$ cat src/rtl/uart_tx_queue_pkg.sv
// Shared types and constants for the UART transmit queue.
//   byte_t          one FIFO entry / serial character
//   BYTES_PER_WORD  bytes unpacked from one 32-bit word write
//   WORD_W          width of the write payload
package uart_tx_queue_pkg;

   typedef logic [7:0] byte_t;

   localparam int unsigned BYTES_PER_WORD = 4;
   localparam int unsigned WORD_W         = 8 * BYTES_PER_WORD;

endpackage

$ cat src/rtl/uart_tx_queue_unpack.sv
// Write-side unpacker: takes one byte or one 32-bit word per accepted write and feeds the
// FIFO one byte per cycle, MSB byte first.
//   CLK, RSTN        clock, synchronous active-low reset
//   wr_data/word/valid/ready  write port (wr_ready is low while RSTN is low)
//   push, push_data  one byte into the FIFO this cycle
//   full             FIFO full, from registered pointers
module uart_tx_queue_unpack
   import uart_tx_queue_pkg::*;
(
   input  logic              CLK,
   input  logic              RSTN,
   input  logic [WORD_W-1:0] wr_data,
   input  logic              wr_word,
   input  logic              wr_valid,
   output logic              wr_ready,
   output logic              push,
   output byte_t             push_data,
   input  logic              full
);

   logic [WORD_W-1:0] r_sh;
   logic [2:0]        r_remaining;
   logic              w_accept;

   assign push      = (r_remaining != 3'd0) && !full;
   assign push_data = r_sh[WORD_W-1 -: 8];

   // Accept while empty, or while the last held byte leaves this very cycle.
   assign wr_ready = RSTN && ((r_remaining == 3'd0) || ((r_remaining == 3'd1) && !full));
   assign w_accept = wr_valid && wr_ready;

   always_ff @(posedge CLK) begin
      if (!RSTN) begin
         r_sh        <= '0;
         r_remaining <= 3'd0;
      end else if (w_accept) begin
         // A coinciding final push has already taken the old r_sh[31:24].
         r_sh        <= wr_word ? wr_data : {wr_data[7:0], 24'h000000};
         r_remaining <= wr_word ? 3'(BYTES_PER_WORD) : 3'd1;
      end else if (push) begin
         r_sh        <= {r_sh[WORD_W-9:0], 8'h00};
         r_remaining <= r_remaining - 3'd1;
      end
   end

endmodule

$ cat src/rtl/uart_tx_queue.sv
// Byte FIFO in front of the UART sender. Accepts bytes or 32-bit words (unpacked MSB first)
// and presents bytes on a valid/ready port wired straight to the sender.
//   CLK, RSTN                     clock, synchronous active-low reset
//   wr_data, wr_word, wr_valid, wr_ready   write port
//   out_data, out_valid, out_ready         byte port to sender
//   count                         bytes held in the FIFO (unpacker contents excluded)
module uart_tx_queue
   import uart_tx_queue_pkg::*;
#(
   parameter int unsigned DEPTH_LOG2 = 4
) (
   input  logic                  CLK,
   input  logic                  RSTN,
   input  logic [WORD_W-1:0]     wr_data,
   input  logic                  wr_word,
   input  logic                  wr_valid,
   output logic                  wr_ready,
   output byte_t                 out_data,
   output logic                  out_valid,
   input  logic                  out_ready,
   output logic [DEPTH_LOG2:0]   count
);

   localparam int unsigned DEPTH = 2 ** DEPTH_LOG2;

   byte_t               r_mem [DEPTH];
   logic [DEPTH_LOG2:0] r_wr_ptr;
   logic [DEPTH_LOG2:0] r_rd_ptr;
   logic                w_full;
   logic                w_empty;
   logic                w_push;
   logic                w_pop;
   byte_t               w_push_data;

   uart_tx_queue_unpack u_unpack (
      .CLK       (CLK),
      .RSTN      (RSTN),
      .wr_data   (wr_data),
      .wr_word   (wr_word),
      .wr_valid  (wr_valid),
      .wr_ready  (wr_ready),
      .push      (w_push),
      .push_data (w_push_data),
      .full      (w_full)
   );

   // Pointers carry one extra wrap bit to tell full from empty.
   assign w_full  = (r_wr_ptr ^ r_rd_ptr) == {1'b1, {DEPTH_LOG2{1'b0}}};
   assign w_empty = (r_wr_ptr == r_rd_ptr);

   assign out_valid = RSTN && !w_empty;
   assign w_pop     = out_valid && out_ready;
   assign out_data  = r_mem[r_rd_ptr[DEPTH_LOG2-1:0]];
   assign count     = RSTN ? (r_wr_ptr - r_rd_ptr) : '0;

   always_ff @(posedge CLK) begin
      if (!RSTN) begin
         r_wr_ptr <= '0;
         r_rd_ptr <= '0;
      end else begin
         if (w_push) r_wr_ptr <= r_wr_ptr + 1'b1;
         if (w_pop)  r_rd_ptr <= r_rd_ptr + 1'b1;
      end
   end

   always_ff @(posedge CLK) begin
      if (w_push) r_mem[r_wr_ptr[DEPTH_LOG2-1:0]] <= w_push_data;
   end

endmodule
$ cat config.mk
export PLATFORM = sky130hd
export DESIGN_NAME = uart_tx_queue
export DESIGN_NICKNAME = d
export VERILOG_FILES = /design/src/rtl/uart_tx_queue_pkg.sv /design/src/rtl/uart_tx_queue_unpack.sv /design/src/rtl/uart_tx_queue.sv
export SDC_FILE = /design/constraint.sdc
export NUM_CORES = 1
export LEC_CHECK = 0
export BUFFER_PORTS_ARGS = -buffer_cell sky130_fd_sc_hd__clkbuf_2
export CORE_MARGIN = 1
export CORE_UTILIZATION = 40
export CTS_BUF_LIST = sky130_fd_sc_hd__clkbuf_4 sky130_fd_sc_hd__clkbuf_8 sky130_fd_sc_hd__clkbuf_16
export DETAILED_ROUTE_END_ITERATION = 6
export SYNTH_ARGS = -nofsm -noshare
export SYNTH_HDL_FRONTEND = slang
export SYNTH_SLANG_ARGS = --single-unit
$ cat constraint.sdc
create_clock -name CLK -period 4.2 [get_ports CLK]
set_input_delay 0.21 -clock CLK [delete_from_list [all_inputs] [get_ports CLK]]
set_output_delay 0.21 -clock CLK [all_outputs]
set_load 0.01 [all_outputs]
==> run_results.csv <==
group,metric,value,unit
outcome,status,"complete, but fails checks",
outcome,violations,"design-rule violations",
die,pin_count,52,
synth,yosysWarnings,0,
worst_setup_path,critical_path_arrival,2.83,ns
cts,clk_latency,0.42,ns
place,placed_cells,712,
place,place_congestion,0.7682,
final_layout,nets,565,
global_route,antenna_found_initial,0,
cts,cts_tree,"built",
cts,cts_resized,0,
timing,min_period,3.044,ns
worst_setup_path,cp.required,3.99,ns
cts,clock_path_buffers,2,
timing,hold_viol,0,
synth,synthCells,456,
worst_setup_path,worstSetupEndpointType,"primary output",
timing,fin_worst_skew,0.008219,ns
place,portBuffers,51,
timing,fmax,328.5,MHz
die,placementRows,49,
worst_setup_path,cp-start-kind,"flip-flop",
timing,tightest_slew,1.072,ns
pwr,leakagePower,0.002985,uW
cts,clkSlewWorstSetupHoldPaths,0.06,ns
die,die_w,138.5,um
routing,drt-initial-drc-count,271,
synth,synth_flop_cell,"edfxtp_1",
cts,cts_hold_buf,13,
die,core,0.01809,sq mm
routing,drt_wl_total,14.58,mm
min_path,hold_path.class,"in2reg",
timing,final.setup.tns,0,ns
final_layout,fin_cells,757,
global_route,globalRoute.totalOverflow,0,
synth,synth.area.top_cells,"edfxtp_1 52%, dfxtp_1 13%, mux4_1 8.5%",
synth,synth_edf_count,128,
synth,synth.distinct_cells,46,
pwr,ir_drop,296.4,uV
synth,ys_seq_elements,177,
final_layout,syn_to_final_growth,14.71,%
die,start_util,41.20,%
synth,yosys.area.top_type,"edfxtp_1",
die,die_h,138.5,um
timing,setup_viol,0,
final_layout,final_core_util,47.26,%
cts,cts_buffers,17,
pwr,p_sw_share,29.37,%
synth,yosysTopAreaCellShare,51.59,%
routing,antenna_left,0,
die,die-area,0.01918,sq mm
final_layout,diodes,0,
routing,vias_per_cell,5.365,
synth,syn_area,0.007451,sq mm
final_layout,design_area,0.008547,sq mm
place,placed_area,0.007853,sq mm
cts,clkSinkCount,177,
cts,cts_setup_buffers,0,
pwr,pwr-share-seq,47.9,%
synth,avgSynthCellArea,16.34,sq um
final_layout,drive_gt1_share,21.21,%
pwr,p_sw,1490,uW
place,dp_hpwl,9.623,mm
synth,async_reset_ff_share,0,%
routing,drc_errors,4,
timing,rsz0062_at_grt,"no",
synth,yosysSeqAreaShare,64.75,%
pwr,pwr-share-clk,29.9,%
synth,synth_nets,506,
cts,clock_tree.root_cell,"clkbuf_16",
global_route,grt_usage,15.95,%
cts,htreeDepth,4,
worst_setup_path,path_class,"reg2out",
routing,wl_per_cell,19.25,um
global_route,grt_pass1_wl,22.78,mm
pwr,power.internal,3584,uW
worst_setup_path,cp_max_fo,32,
global_route,grt_max_degree,33,
final_layout,final_common_cell,"edfxtp_1",
routing,firstDrtPassIters,6,
final_layout,mostFrequentLayoutCells,"128 x edfxtp_1, 51 x clkbuf_2, 47 x dfxtp_1",
timing,slew_headroom,28.56,%
timing,slew_violations,0,
timing,fin_crit_sh,72.47,%
routing,num_vias,4061,
global_route,grt_pass1_vias,4079,
pwr,p_per_area,593.6,mW/mm^2
pwr,combPwrFrac,22.2,%
job,timing.max_cap.violations,0,
-- per-layer routing --
layer | track usage, % | vias up | share of wire [%]
met5 | 0 | - | 0
met4 | 5.973 | 0 | 1.2
met3 | 3.602 | 10 | 3.1
li1 | - | 1935 | -
met1 | 20.95 | 2037 | 47
met2 | 25.92 | 79 | 49
-- final cells by class --
| cell class | instances | area (sq um) |
|---|---|---|
| clock inverter | 12 | 116.4 |
| timing repair buffer | 67 | 407.9 |
| sequential | 177 | 4827 |
| tap | 229 | 286.5 |
| inverter | 12 | 45.04 |
| fill | 1559 | 9539 |
| clock buffer | 20 | 447.9 |
| multi-input combinational | 240 | 2416 |
-- Yosys cell counts (all sizes together) (2+ instances only) --
| cell | instances |
|---|---|
| nand3 | 5 |
| dfxtp | 49 |
| or3 | 2 |
| o2bb2ai | 12 |
| xor2 | 5 |
| nor2b | 7 |
| and3 | 15 |
| a311oi | 12 |
| a211oi | 3 |
| mux2i | 14 |
| o21a | 3 |
| inv | 12 |
| nor2 | 13 |
| and2 | 6 |
| clkbuf | 6 |
| edfxtp | 128 |
| mux4 | 40 |
| ha | 12 |
| o211ai | 4 |
| o21ai | 9 |
| a22o | 8 |
| nand2 | 28 |
| mux2 | 8 |
| xnor2 | 3 |
| buf | 21 |
| nor3 | 5 |
| a21oi | 17 |
-- kinds of logic (layout without fill, tap and decap cells) --
logic type               count (synthesis)  in the layout  synth area share, %
AO/OA/AOI/OAI                           70             70                6.818
buffers and inverters                   39            111                2.821
multiplexers                            62             62                16.39
adder cells (fa/ha/maj)                 13             13                2.284
AND/OR/NAND/NOR                         87             87                5.894
XOR/XNOR                                 8              8                1.041
flip-flops                             177            177                64.75
-- registers in the layout, indices dropped and copies added, names as in the netlist, named ones only --
name                  cells
r_rd_ptr                  5
u_unpack.r_sh            32
r_wr_ptr                  5
r_mem                   128
u_unpack.r_remaining      3
-- path summary, 6_finish.rpt --
path | from | to | slack, ns | cells after the start
worst min-delay path | wr_data[3] | u_unpack.r_sh[3]$_SDFFE_PN0P_ | 0.02 | 2
worst max register to register | r_wr_ptr[0]$_SDFFE_PN0P_ | u_unpack.r_remaining[1]$_SDFFE_PN0P_ | 1.31 | 6
worst max-delay path | flip-flop | out_data[3] | 1.16 | 3
worst min register to register | u_unpack.r_sh[7]$_SDFFE_PN0P_ | u_unpack.r_sh[7]$_SDFFE_PN0P_ | 0.48 | 1
-- worst max-delay path, cell delays in order, from the launching register on --
cell	delay [ns]
dfxtp_2	1.04
mux4_1	0.72
mux4_2	0.48
clkbuf_2	0.15
-- per-stage QoR --
step | total power [uW] | hold slack, ns | setup WS [ns]
floorplan | 3261 | 0.3269 | 1.899
global placement | 3565 | 0.4144 | 1.395
finish | 5074 | 0.02269 | 1.156
CTS | 5122 | 0.003106 | 1.091
global route | 5322 | 0.01294 | 1.029
detailed placement | 3608 | 0.4161 | 1.308
-- power groups by stage --
stage / combinational, uW / clock, uW / sequential, uW
floorplan: 934 / 0 / 2330
global placement: 1110 / 0 / 2450
detailed placement: 1130 / 0 / 2480
CTS: 1140 / 1540 / 2440
global route: 1240 / 1610 / 2470
finish: 1120 / 1520 / 2430
(Power assumes the default switching activity.)
